$ cat config.mk
export PLATFORM = sky130hd
export DESIGN_NAME = wb_sched_flat
export DESIGN_NICKNAME = d
export VERILOG_FILES = /design/src/rtl/wb_sched_if.sv /design/src/rtl/wb_sched.sv /design/src/flat_wrapper.sv
export SDC_FILE = /design/constraint.sdc
export NUM_CORES = 1
export LEC_CHECK = 0
export ABC_AREA = 1
export CORE_ASPECT_RATIO = 0.5
export CORE_UTILIZATION = 38
export CTS_CLUSTER_SIZE = 24
export DETAILED_ROUTE_END_ITERATION = 6
export GPL_TIMING_DRIVEN = 0
export MAX_ROUTING_LAYER = met4
export PLACE_DENSITY = 0.77
export SLEW_MARGIN = 20
export SYNTH_ARGS = -nofsm -noshare
export SYNTH_HDL_FRONTEND = slang
export SYNTH_SLANG_ARGS = --single-unit
$ cat constraint.sdc
create_clock -name clk_i -period 3.11 [get_ports clk_i]
set_input_delay 0.622 -clock clk_i [delete_from_list [all_inputs] [get_ports clk_i]]
set_output_delay 0.622 -clock clk_i [all_outputs]
set_load 0.03 [all_outputs]
$ cat src/rtl/wb_sched_if.sv
// wb_sched_if -- bundle of all non-clock signals of the writeback scheduler.
//   ALU/jump request : alu_valid_i, alu_ready_o, alu_rd_i, alu_link_i, alu_data_i, pc_i
//   MEM request      : mem_valid_i, mem_ready_o, mem_rd_i, mem_data_i
//   RF / mux side    : rf_stall_i, rf_we_o, rf_waddr_o, mux_sel_o, mux_jump_o,
//                      mux_pc_o, mux_alu_o, mux_mem_o
//   Hazard query     : hz_rs1_i, hz_rs2_i, hz_rs1_o, hz_rs2_o
// Modport slave is the scheduler's view; master is the surrounding pipeline.
interface wb_sched_if #(
   parameter int DATA_WIDTH     = 32,
   parameter int REG_ADDR_WIDTH = 5
);
   logic                      alu_valid_i;
   logic                      alu_ready_o;
   logic [REG_ADDR_WIDTH-1:0] alu_rd_i;
   logic                      alu_link_i;
   logic [DATA_WIDTH-1:0]     alu_data_i;
   logic [DATA_WIDTH-1:0]     pc_i;
   logic                      mem_valid_i;
   logic                      mem_ready_o;
   logic [REG_ADDR_WIDTH-1:0] mem_rd_i;
   logic [DATA_WIDTH-1:0]     mem_data_i;
   logic                      rf_stall_i;
   logic [1:0]                mux_sel_o;
   logic                      mux_jump_o;
   logic [DATA_WIDTH-1:0]     mux_pc_o;
   logic [DATA_WIDTH-1:0]     mux_alu_o;
   logic [DATA_WIDTH-1:0]     mux_mem_o;
   logic                      rf_we_o;
   logic [REG_ADDR_WIDTH-1:0] rf_waddr_o;
   logic [REG_ADDR_WIDTH-1:0] hz_rs1_i;
   logic [REG_ADDR_WIDTH-1:0] hz_rs2_i;
   logic                      hz_rs1_o;
   logic                      hz_rs2_o;

   modport slave (
      input  alu_valid_i, alu_rd_i, alu_link_i, alu_data_i, pc_i,
      input  mem_valid_i, mem_rd_i, mem_data_i, rf_stall_i, hz_rs1_i, hz_rs2_i,
      output alu_ready_o, mem_ready_o, mux_sel_o, mux_jump_o, mux_pc_o,
      output mux_alu_o, mux_mem_o, rf_we_o, rf_waddr_o, hz_rs1_o, hz_rs2_o
   );

   modport master (
      output alu_valid_i, alu_rd_i, alu_link_i, alu_data_i, pc_i,
      output mem_valid_i, mem_rd_i, mem_data_i, rf_stall_i, hz_rs1_i, hz_rs2_i,
      input  alu_ready_o, mem_ready_o, mux_sel_o, mux_jump_o, mux_pc_o,
      input  mux_alu_o, mux_mem_o, rf_we_o, rf_waddr_o, hz_rs1_o, hz_rs2_o
   );
endinterface

$ cat src/rtl/wb_sched.sv
// wb_sched -- writeback scheduler for the register-file write port.
// Round-robin arbitration between the ALU/jump and load result paths into a
// small in-order FIFO; the FIFO head drives the writeback mux and RF write.
// Ports:
//   clk_i   clock (rising edge)
//   rst_ni  asynchronous active-low reset
//   bus     wb_sched_if.slave: request handshakes, mux/RF outputs, hazard query
// Build option: define WB_HAZARD_EN to build the pending-destination
// comparators; otherwise hz_rs1_o/hz_rs2_o are tied low.
// The interface widths must match DATA_WIDTH/REG_ADDR_WIDTH.
module wb_sched #(
   parameter int DATA_WIDTH     = 32,
   parameter int REG_ADDR_WIDTH = 5,
   parameter int DEPTH          = 2
) (
   input  logic       clk_i,
   input  logic       rst_ni,
   wb_sched_if.slave  bus
);
   localparam int PW = $clog2(DEPTH);
   localparam int CW = $clog2(DEPTH + 1);
   localparam logic [CW-1:0] DEPTH_C = CW'(DEPTH);

   typedef struct packed {
      logic [1:0]                sel;
      logic                      jump;
      logic [REG_ADDR_WIDTH-1:0] rd;
      logic [DATA_WIDTH-1:0]     data;
   } entry_t;

   entry_t          fifo_q [DEPTH];
   logic [PW-1:0]   wptr_q, wptr_d, rptr_q, rptr_d;
   logic [CW-1:0]   count_q, count_d;
   logic            prefer_mem_q, prefer_mem_d;

   entry_t head, new_entry;
   logic   head_valid, pop, space, grant_alu, grant_mem, push;

   always_comb begin
      head       = fifo_q[rptr_q];
      head_valid = (count_q != '0);
      pop        = head_valid && !bus.rf_stall_i;
      // a full FIFO still takes a request when the head leaves this cycle
      space      = (count_q < DEPTH_C) || pop;

      grant_alu = 1'b0;
      grant_mem = 1'b0;
      // rst_ni gating keeps ready low for the whole reset window
      if (rst_ni && space) begin
         if (bus.alu_valid_i && bus.mem_valid_i) begin
            if (prefer_mem_q) grant_mem = 1'b1;
            else              grant_alu = 1'b1;
         end else if (bus.alu_valid_i) begin
            grant_alu = 1'b1;
         end else if (bus.mem_valid_i) begin
            grant_mem = 1'b1;
         end
      end

      new_entry = '{sel: 2'b10, jump: 1'b0, rd: bus.mem_rd_i, data: bus.mem_data_i};
      if (grant_alu) begin
         if (bus.alu_link_i)
            new_entry = '{sel: 2'b00, jump: 1'b1, rd: bus.alu_rd_i, data: bus.pc_i};
         else
            new_entry = '{sel: 2'b01, jump: 1'b0, rd: bus.alu_rd_i, data: bus.alu_data_i};
      end

      // x0 writes are acknowledged but never occupy a slot
      push = (grant_alu || grant_mem) && (new_entry.rd != '0);

      wptr_d  = push ? wptr_q + PW'(1) : wptr_q;
      rptr_d  = pop  ? rptr_q + PW'(1) : rptr_q;
      count_d = count_q;
      if (push && !pop)      count_d = count_q + CW'(1);
      else if (!push && pop) count_d = count_q - CW'(1);

      prefer_mem_d = prefer_mem_q;
      if (grant_alu)      prefer_mem_d = 1'b1;
      else if (grant_mem) prefer_mem_d = 1'b0;
   end

   always_ff @(posedge clk_i or negedge rst_ni) begin
      if (!rst_ni) begin
         wptr_q       <= '0;
         rptr_q       <= '0;
         count_q      <= '0;
         prefer_mem_q <= 1'b1;
      end else begin
         wptr_q       <= wptr_d;
         rptr_q       <= rptr_d;
         count_q      <= count_d;
         prefer_mem_q <= prefer_mem_d;
      end
   end

   // storage needs no reset: count_q alone defines which slots are live
   always_ff @(posedge clk_i) begin
      if (push) fifo_q[wptr_q] <= new_entry;
   end

   always_comb begin
      bus.alu_ready_o = grant_alu;
      bus.mem_ready_o = grant_mem;
      bus.rf_we_o     = 1'b0;
      bus.rf_waddr_o  = '0;
      bus.mux_sel_o   = 2'b11;
      bus.mux_jump_o  = 1'b0;
      bus.mux_pc_o    = '0;
      bus.mux_alu_o   = '0;
      bus.mux_mem_o   = '0;
      if (head_valid) begin
         bus.rf_we_o    = 1'b1;
         bus.rf_waddr_o = head.rd;
         bus.mux_sel_o  = head.sel;
         bus.mux_jump_o = head.jump;
         case (head.sel)
            2'b00:   bus.mux_pc_o  = head.data;
            2'b01:   bus.mux_alu_o = head.data;
            2'b10:   bus.mux_mem_o = head.data;
            default: ;
         endcase
      end
   end

`ifdef WB_HAZARD_EN
   logic [PW-1:0] hz_off;
   always_comb begin
      bus.hz_rs1_o = 1'b0;
      bus.hz_rs2_o = 1'b0;
      hz_off       = '0;
      for (int i = 0; i < DEPTH; i++) begin
         // slot i is live when its distance from the read pointer is < count
         hz_off = PW'(i) - rptr_q;
         if (CW'(hz_off) < count_q) begin
            if (bus.hz_rs1_i != '0 && fifo_q[i].rd == bus.hz_rs1_i) bus.hz_rs1_o = 1'b1;
            if (bus.hz_rs2_i != '0 && fifo_q[i].rd == bus.hz_rs2_i) bus.hz_rs2_o = 1'b1;
         end
      end
   end
`else
   logic hz_unused;
   assign hz_unused    = ^{bus.hz_rs1_i, bus.hz_rs2_i};
   assign bus.hz_rs1_o = 1'b0;
   assign bus.hz_rs2_o = 1'b0;
`endif

endmodule

$ cat src/flat_wrapper.sv
// flat-port wrapper written by rule: the top's interface ports become plain ports
module wb_sched_flat 
#(
   parameter int DATA_WIDTH     = 32,
   parameter int REG_ADDR_WIDTH = 5,
   parameter int DEPTH          = 2
)
  (clk_i, rst_ni, bus_alu_valid_i, bus_alu_rd_i, bus_alu_link_i, bus_alu_data_i, bus_pc_i, bus_mem_valid_i, bus_mem_rd_i, bus_mem_data_i, bus_rf_stall_i, bus_hz_rs1_i, bus_hz_rs2_i, bus_alu_ready_o, bus_mem_ready_o, bus_mux_sel_o, bus_mux_jump_o, bus_mux_pc_o, bus_mux_alu_o, bus_mux_mem_o, bus_rf_we_o, bus_rf_waddr_o, bus_hz_rs1_o, bus_hz_rs2_o);
  wb_sched_if #(.DATA_WIDTH(DATA_WIDTH), .REG_ADDR_WIDTH(REG_ADDR_WIDTH)) bus_i ();
  input  logic clk_i;
  input  logic rst_ni;
  input wire logic [$bits(bus_i.alu_valid_i)-1:0] bus_alu_valid_i;
  input wire logic [$bits(bus_i.alu_rd_i)-1:0] bus_alu_rd_i;
  input wire logic [$bits(bus_i.alu_link_i)-1:0] bus_alu_link_i;
  input wire logic [$bits(bus_i.alu_data_i)-1:0] bus_alu_data_i;
  input wire logic [$bits(bus_i.pc_i)-1:0] bus_pc_i;
  input wire logic [$bits(bus_i.mem_valid_i)-1:0] bus_mem_valid_i;
  input wire logic [$bits(bus_i.mem_rd_i)-1:0] bus_mem_rd_i;
  input wire logic [$bits(bus_i.mem_data_i)-1:0] bus_mem_data_i;
  input wire logic [$bits(bus_i.rf_stall_i)-1:0] bus_rf_stall_i;
  input wire logic [$bits(bus_i.hz_rs1_i)-1:0] bus_hz_rs1_i;
  input wire logic [$bits(bus_i.hz_rs2_i)-1:0] bus_hz_rs2_i;
  output wire logic [$bits(bus_i.alu_ready_o)-1:0] bus_alu_ready_o;
  output wire logic [$bits(bus_i.mem_ready_o)-1:0] bus_mem_ready_o;
  output wire logic [$bits(bus_i.mux_sel_o)-1:0] bus_mux_sel_o;
  output wire logic [$bits(bus_i.mux_jump_o)-1:0] bus_mux_jump_o;
  output wire logic [$bits(bus_i.mux_pc_o)-1:0] bus_mux_pc_o;
  output wire logic [$bits(bus_i.mux_alu_o)-1:0] bus_mux_alu_o;
  output wire logic [$bits(bus_i.mux_mem_o)-1:0] bus_mux_mem_o;
  output wire logic [$bits(bus_i.rf_we_o)-1:0] bus_rf_we_o;
  output wire logic [$bits(bus_i.rf_waddr_o)-1:0] bus_rf_waddr_o;
  output wire logic [$bits(bus_i.hz_rs1_o)-1:0] bus_hz_rs1_o;
  output wire logic [$bits(bus_i.hz_rs2_o)-1:0] bus_hz_rs2_o;
  assign bus_i.alu_valid_i = bus_alu_valid_i;
  assign bus_i.alu_rd_i = bus_alu_rd_i;
  assign bus_i.alu_link_i = bus_alu_link_i;
  assign bus_i.alu_data_i = bus_alu_data_i;
  assign bus_i.pc_i = bus_pc_i;
  assign bus_i.mem_valid_i = bus_mem_valid_i;
  assign bus_i.mem_rd_i = bus_mem_rd_i;
  assign bus_i.mem_data_i = bus_mem_data_i;
  assign bus_i.rf_stall_i = bus_rf_stall_i;
  assign bus_i.hz_rs1_i = bus_hz_rs1_i;
  assign bus_i.hz_rs2_i = bus_hz_rs2_i;
  assign bus_alu_ready_o = bus_i.alu_ready_o;
  assign bus_mem_ready_o = bus_i.mem_ready_o;
  assign bus_mux_sel_o = bus_i.mux_sel_o;
  assign bus_mux_jump_o = bus_i.mux_jump_o;
  assign bus_mux_pc_o = bus_i.mux_pc_o;
  assign bus_mux_alu_o = bus_i.mux_alu_o;
  assign bus_mux_mem_o = bus_i.mux_mem_o;
  assign bus_rf_we_o = bus_i.rf_we_o;
  assign bus_rf_waddr_o = bus_i.rf_waddr_o;
  assign bus_hz_rs1_o = bus_i.hz_rs1_o;
  assign bus_hz_rs2_o = bus_i.hz_rs2_o;
  wb_sched #(.DATA_WIDTH(DATA_WIDTH), .REG_ADDR_WIDTH(REG_ADDR_WIDTH), .DEPTH(DEPTH)) u_core (.clk_i(clk_i), .rst_ni(rst_ni), .bus(bus_i));
endmodule
### Word level (Yosys, flattened, before mapping)

Memory sizes are Yosys's and may differ from the RTL's.
Index checks and enable logic that the tools add are counted.

| operators by class | value |
|---|---|
| add/sub/neg operators | 4 |
| magnitude comparators | 1 |
| equality and inequality tests | 2 |
| mux-type cells | 27 |
| reductions and logical operators | 16 |

Operator list:

| operator | count |
|---|---|
| 2-to-1 mux 32 bit | 6 |
| 2-to-1 mux 40 bit | 1 |
| 2-to-1 mux 39 bit | 1 |
| 2-to-1 mux 1 bit | 15 |
| logical AND 1 bit | 6 |
| 2-to-1 mux 2 bit | 3 |
| nonzero test 2 bit | 3 |
| 2-to-1 mux 5 bit | 1 |
| nonzero test 5 bit | 1 |
| logical NOT 1 bit | 3 |
| adder 1 bit (second input constant) | 2 |
| adder 2 x 1 -> 2 bit (second input constant) | 1 |
| equality test 2 x 1 -> 1 bit (second input constant) | 1 |
| equality test 2 bit (second input constant) | 1 |
| logical NOT 2 bit | 1 |
| logical OR 1 bit | 2 |
| less-than comparator 2 bit (second input constant) | 1 |
| subtractor 2 x 1 -> 2 bit (second input constant) | 1 |

| word-level totals | value |
|---|---|
| register bits after elaboration | 5 |
| bits in writable memories | 80 |
| input bits | 122 |
| output and inout bits | 109 |
| word-level logic and storage cells | 55 |
| memories kept | 1 |

Memories:

| memory | depth | bits a word | rd ports | clocked after memory_dff | wr ports | RTL line | source |
|---|---|---|---|---|---|---|---|
| u_core.fifo_q | 2 | 40 | 1 | 0 | 1 | wb_sched.sv:31 | `entry_t fifo_q [DEPTH];` |

### Depth between registers and ports, before layout

| depth | value |
|---|---|
| depth after elaboration | 12 |
| depth in mapped cells | 14 |

### Worst setup path after synthesis

Ideal clock, no wire load.

| timing | value |
|---|---|
| path kind | input to register |
| start | in bus_rf_stall_i |
| end | mem u_core.fifo_q[1][0] (netlist name) (enable) |
| setup time | 0.437 ns |
| data arrival time | 3.272 ns |
| required time | 2.673 ns |
| setup slack | -0.599 ns |
| stages on the path | 6 |
| path buffers | 0 |
| cell sequence | nand2_2 -> nand2_4 -> nor2_1 -> nor2_1 -> o21bai_2 -> nor2_1 |

| between the ends | value |
|---|---|
| elaborated cells between the ends (all ways) | 12 |
| classes of those cells | 5 x mux; 7 x reduce/logical |

RTL lines:

| element | RTL line | source |
|---|---|---|
| start, declared | flat_wrapper.sv:20 | `input wire logic [$bits(bus_i.rf_stall_i)-1:0] bus_rf_stall_i;` |
| logical NOT 1 bit | wb_sched.sv:42 | `pop = head_valid && !bus.rf_stall_i;` |
| logical AND 1 bit | wb_sched.sv:42 |  |
| logical OR 1 bit | wb_sched.sv:44 | `space = (count_q < DEPTH_C) \|\| pop;` |
| logical AND 1 bit | wb_sched.sv:49 | `if (rst_ni && space) begin` |
| 2-to-1 mux 1 bit | wb_sched.sv:49 |  |
| via bus_mem_ready_o | flat_wrapper.sv:24 | `output wire logic [$bits(bus_i.mem_ready_o)-1:0] bus_mem_ready_o;` |
| logical OR 1 bit | wb_sched.sv:69 | `push = (grant_alu \|\| grant_mem) && (new_entry.rd != '0);` |
| logical AND 1 bit | wb_sched.sv:69 |  |
| 2-to-1 mux 1 bit | wb_sched.sv:98 | `if (push) fifo_q[wptr_q] <= new_entry;` |
| 2-to-1 mux 1 bit (not written as such) | wb_sched.sv:98 |  |
| end, declared | wb_sched.sv:31 |  |

The timed path passes the listed nets, and every way through them passes these cells.

### Worst setup path in the final report

| timing | value |
|---|---|
| start | reg u_core.rptr_q |
| end | out bus_mux_alu_o[15] |

| between the ends | value |
|---|---|
| cells in the longest elaborated chain, start to end | 4 |

Ends and longest elaborated chain:

| element | RTL line | source |
|---|---|---|
| start, declared | wb_sched.sv:32 | `logic [PW-1:0] wptr_q, wptr_d, rptr_q, rptr_d;` |
| start signal, assigned | wb_sched.sv:90 | `rptr_q <= rptr_d;` |
| memory read (2 x 40 bit) (*) | n/a |  |
| equality test 2 x 1 -> 1 bit | wb_sched.sv:116 | `case (head.sel)` |
| 2-to-1 mux 32 bit (*) | wb_sched.sv:116 |  |
| 2-to-1 mux 32 bit (*) | wb_sched.sv:111 | `if (head_valid) begin` |
| end, declared | flat_wrapper.sv:28 | `output wire logic [$bits(bus_i.mux_alu_o)-1:0] bus_mux_alu_o;` |

Mark *: on every way between the ends. The rest lies on a longest branch, timed or not.

==> impl_metrics.env <==
export IMPL_antenna_cells=0
export IMPL_portBuffers=218
export IMPL_drive_above_1_share=0.162
export IMPL_period_minus_slack_ns=3.00
export IMPL_syn_avg_cell_area_um2=9.05
export IMPL_worstHoldPathType="flip-flop to flip-flop"
export IMPL_cts_root_buf="clkbuf_16"
export IMPL_final_common_cell="nor2_1"
export IMPL_cts_setup_buffers=0
export IMPL_p_int_mw=3.82
export IMPL_drt_iter0_drc=262
export IMPL_final_cell_mix="nor2_1, clkdlybuf4s50_1, nand2_1"
export IMPL_cap_violations=0
export IMPL_row_count=28
export IMPL_sw_frac_of_total=0.458
export IMPL_path_clk_slew_ns=0.06
export IMPL_combPwrFrac=0.603
export IMPL_clkPwrFrac=0.170
export IMPL_ys_seq_elements=85
export IMPL_crit_slowest_cell="clkdlybuf4s50_1"
export IMPL_grt_max_degree=24
export IMPL_fmax_ghz=0.333
export IMPL_setup_viol=0
export IMPL_grt_pass1_wl_mm=21.7
export IMPL_wl_per_cell_um=15.4
export IMPL_finalClockSkew_ns=0.00332
export IMPL_p_leak_nw=4.43
export IMPL_design_area_um2=7880
export IMPL_drc=0
export IMPL_max_slew_margin=0.588
export IMPL_synth_cell_types=31
export IMPL_clock_sinks=85
export IMPL_fp_dieW_um=163
export IMPL_clock_latency_ns=0.33
export IMPL_cts_tree="built"
export IMPL_critPathBufInv=4
export IMPL_dp_hpwl_mm=10.8
export IMPL_synthesis_area_um2=4900
export IMPL_ys_seq_area_frac=0.516
export IMPL_outcome="complete, no violations"
export IMPL_final_core_util=0.647
export IMPL_regArea_um2=2530
export IMPL_grt_use_total=0.220
export IMPL_path_class="flip-flop to output pin"
export IMPL_fin_crit_sh=0.964
export IMPL_grt_ovfl_total=0
export IMPL_vdd_ir_drop_max_v=0.000481
export IMPL_hold_viol_final=0
export IMPL_dpl_cell_area_um2=7340
export IMPL_setup_slack_ns=0.111
export IMPL_ant_nets=0
export IMPL_htree_levels=3
export IMPL_switchingPower_mw=3.23
export IMPL_arrival_ns=2.38
export IMPL_cp_required_ns=2.49
export IMPL_crit_family="buffers and inverters"
export IMPL_critPathMaxFanout=10
export IMPL_critical_path_startpoint_type="flip-flop"
export IMPL_fin_nets=896
export IMPL_core_um2=12200
export IMPL_pin_count=231
export IMPL_cellPowerDensity_nw_per_um2=895
export IMPL_firstDrtPassIters=4
export IMPL_fill_cells=969
export IMPL_crit_path_cell_trace="inv_1, nand2_1, nand2_1, inv_1, nand2_1, clkbuf_2, nor2_1, clkdlybuf4s50_1"
export IMPL_syn_inst=541
export IMPL_timing_critical_path_mode_cell="nand2_1"
export IMPL_grt_pass1_vias=4316
export IMPL_fp_dieH_um=82.3
export IMPL_power_mw=7.06
export IMPL_slew_viol_final=0
export IMPL_end_kind="output pin"
export IMPL_numCtsBuffers=9
export IMPL_place_gp_congestion=0.781
export IMPL_slowest_delay_ns=0.68
export IMPL_clk_path_buf_depth=2
export IMPL_synthToLayoutAreaGrowth_pct=61.0
export IMPL_routed_wl_mm=14.5
export IMPL_start_util=0.402
export IMPL_dieArea_um2=13400
export IMPL_multiInputGateArea_um2=2070
export IMPL_worst_pin_slew_ns=0.612
export IMPL_yosysWarnings=0
export IMPL_preCtsSetupSlack_ns=0.00436
export IMPL_antenna_found_initial=0
export IMPL_num_vias=4495
export IMPL_pwr_share_seq=0.227
export IMPL_via_per_inst=4.77
==> metal layers <==
layer / wire [um] / GRT usage / share of wire / vias to the layer above
met5: 0 / - / 0 / -
met4: 215 / 0.0505 / 0.015 / 0
met3: 683 / 0.0385 / 0.047 / 16
met2: 7580 / 0.404 / 0.52 / 136
met1: 6010 / 0.257 / 0.41 / 2148
li1: - / - / - / 2195
==> cell families (layout without fill, tap and decap cells) <==
family / Yosys count / in the layout / share of synthesized area
AO/OA/AOI/OAI: 46 / 46 / 0.0506
XOR/XNOR: 3 / 3 / 0.00537
adder cells (fa/ha/maj): 1 / 1 / 0.00255
buffers and inverters: 59 / 295 / 0.0634
flip-flops: 85 / 85 / 0.516
other: 1 / 2 / 0.000766
AND/OR/NAND/NOR: 346 / 346 / 0.361
==> what timing repair did <==
action | 4_1_cts | 5_1_grt
hold buffers | 0 | 0
setup endpoints to repair | 36 | 90
resized for setup | 4 | 87
==> cells in the mapped netlist <==
master,number,area share
buf_12,3,0.012
or2_4,1,0.0018
nor2_8,1,0.0041
ha_1,1,0.0026
xnor2_1,2,0.0036
nand2_1,109,0.084
edfxtp_1,80,0.49
o21bai_2,1,0.0023
buf_4,2,0.0031
nand3_2,30,0.061
nand3_1,4,0.0041
or2_2,1,0.0013
o21ai_0,32,0.033
inv_2,2,0.0015
clkbuf_1,7,0.0054
a21oi_4,1,0.0033
nand2_4,33,0.076
a21oi_1,7,0.0072
conb_1,1,0.00077
buf_1,6,0.0046
nor2_1,165,0.13
dfrtp_1,4,0.020
buf_2,14,0.014
buf_6,1,0.0023
inv_1,22,0.017
nand2_2,2,0.0026
dfstp_2,1,0.0054
inv_6,1,0.0018
o21ai_1,5,0.0051
xor2_1,1,0.0018
inv_4,1,0.0013
==> per-stage QoR <==
stage                     setup TNS (ns)  instances  hold slack [ns]
after floorplan                        0        542            0.326
final                                  0        943            0.498
after detailed placement               0        927            0.487
after CTS                              0        943            0.496
after global placement            -61.34        925            0.460
after global routing              -0.101        943            0.510
==> final timing paths <==
| check | start | end | slack (ns) | depth (start not counted) |
|---|---|---|---|---|
| max | u_core.rptr_q$_DFFE_PN0P_ | bus_mux_alu_o[15] | 0.11 | 8 |
| min | u_core.prefer_mem_q$_DFFE_PN1P_ | u_core.prefer_mem_q$_DFFE_PN1P_ | 0.50 | 2 |
| max reg2reg | u_core.prefer_mem_q$_DFFE_PN1P_ | u_core.fifo_q[1][5]$_DFFE_PP_ | 0.85 | 9 |
| min reg2reg | u_core.prefer_mem_q$_DFFE_PN1P_ | u_core.prefer_mem_q$_DFFE_PN1P_ | 0.50 | 2 |
| max in group asynchronous | rst_ni | u_core.prefer_mem_q$_DFFE_PN1P_ | 2.26 | 1 |
| min in group asynchronous | rst_ni | u_core.wptr_q$_DFFE_PN0N_ | 0.56 | 1 |
==> flip-flops by register name (all words and copies together), names as in the netlist <==
register	count
u_core.fifo_q	80
u_core.count_q	2
u_core.prefer_mem_q	1
u_core.rptr_q	1
u_core.wptr_q	1
==> worst register-to-register path: stages (launching register included) <==
cell and delay [ns]:
dfstp_2 0.58, nand2_1 0.09, nand2_2 0.12, nor2_8 0.06, nand2_1 0.06, o21ai_1 0.09, nand2_1 0.11, o21bai_2 0.11
nor2_4 0.47, buf_12 0.27
==> power by group through the flow <==
stage | clock network, mW | registers [mW] | logic, mW
floorplan | 0 | 1.61 | 2.54
global placement | 0 | 1.62 | 4.19
detailed placement | 0 | 1.62 | 4.29
CTS | 1.21 | 1.60 | 4.31
global route | 1.26 | 1.62 | 4.58
finish | 1.20 | 1.60 | 4.25
==> final cells by class <==
class,count,area share
multi-input combinational,398,0.263
tap,165,0.0262
clock buffer,9,0.0286
inverter,26,0.0133
timing repair buffer,220,0.306
clock inverter,7,0.0144
sequential,85,0.321
buffer,33,0.0282
Note: power is estimated with default switching activity, not from simulation.
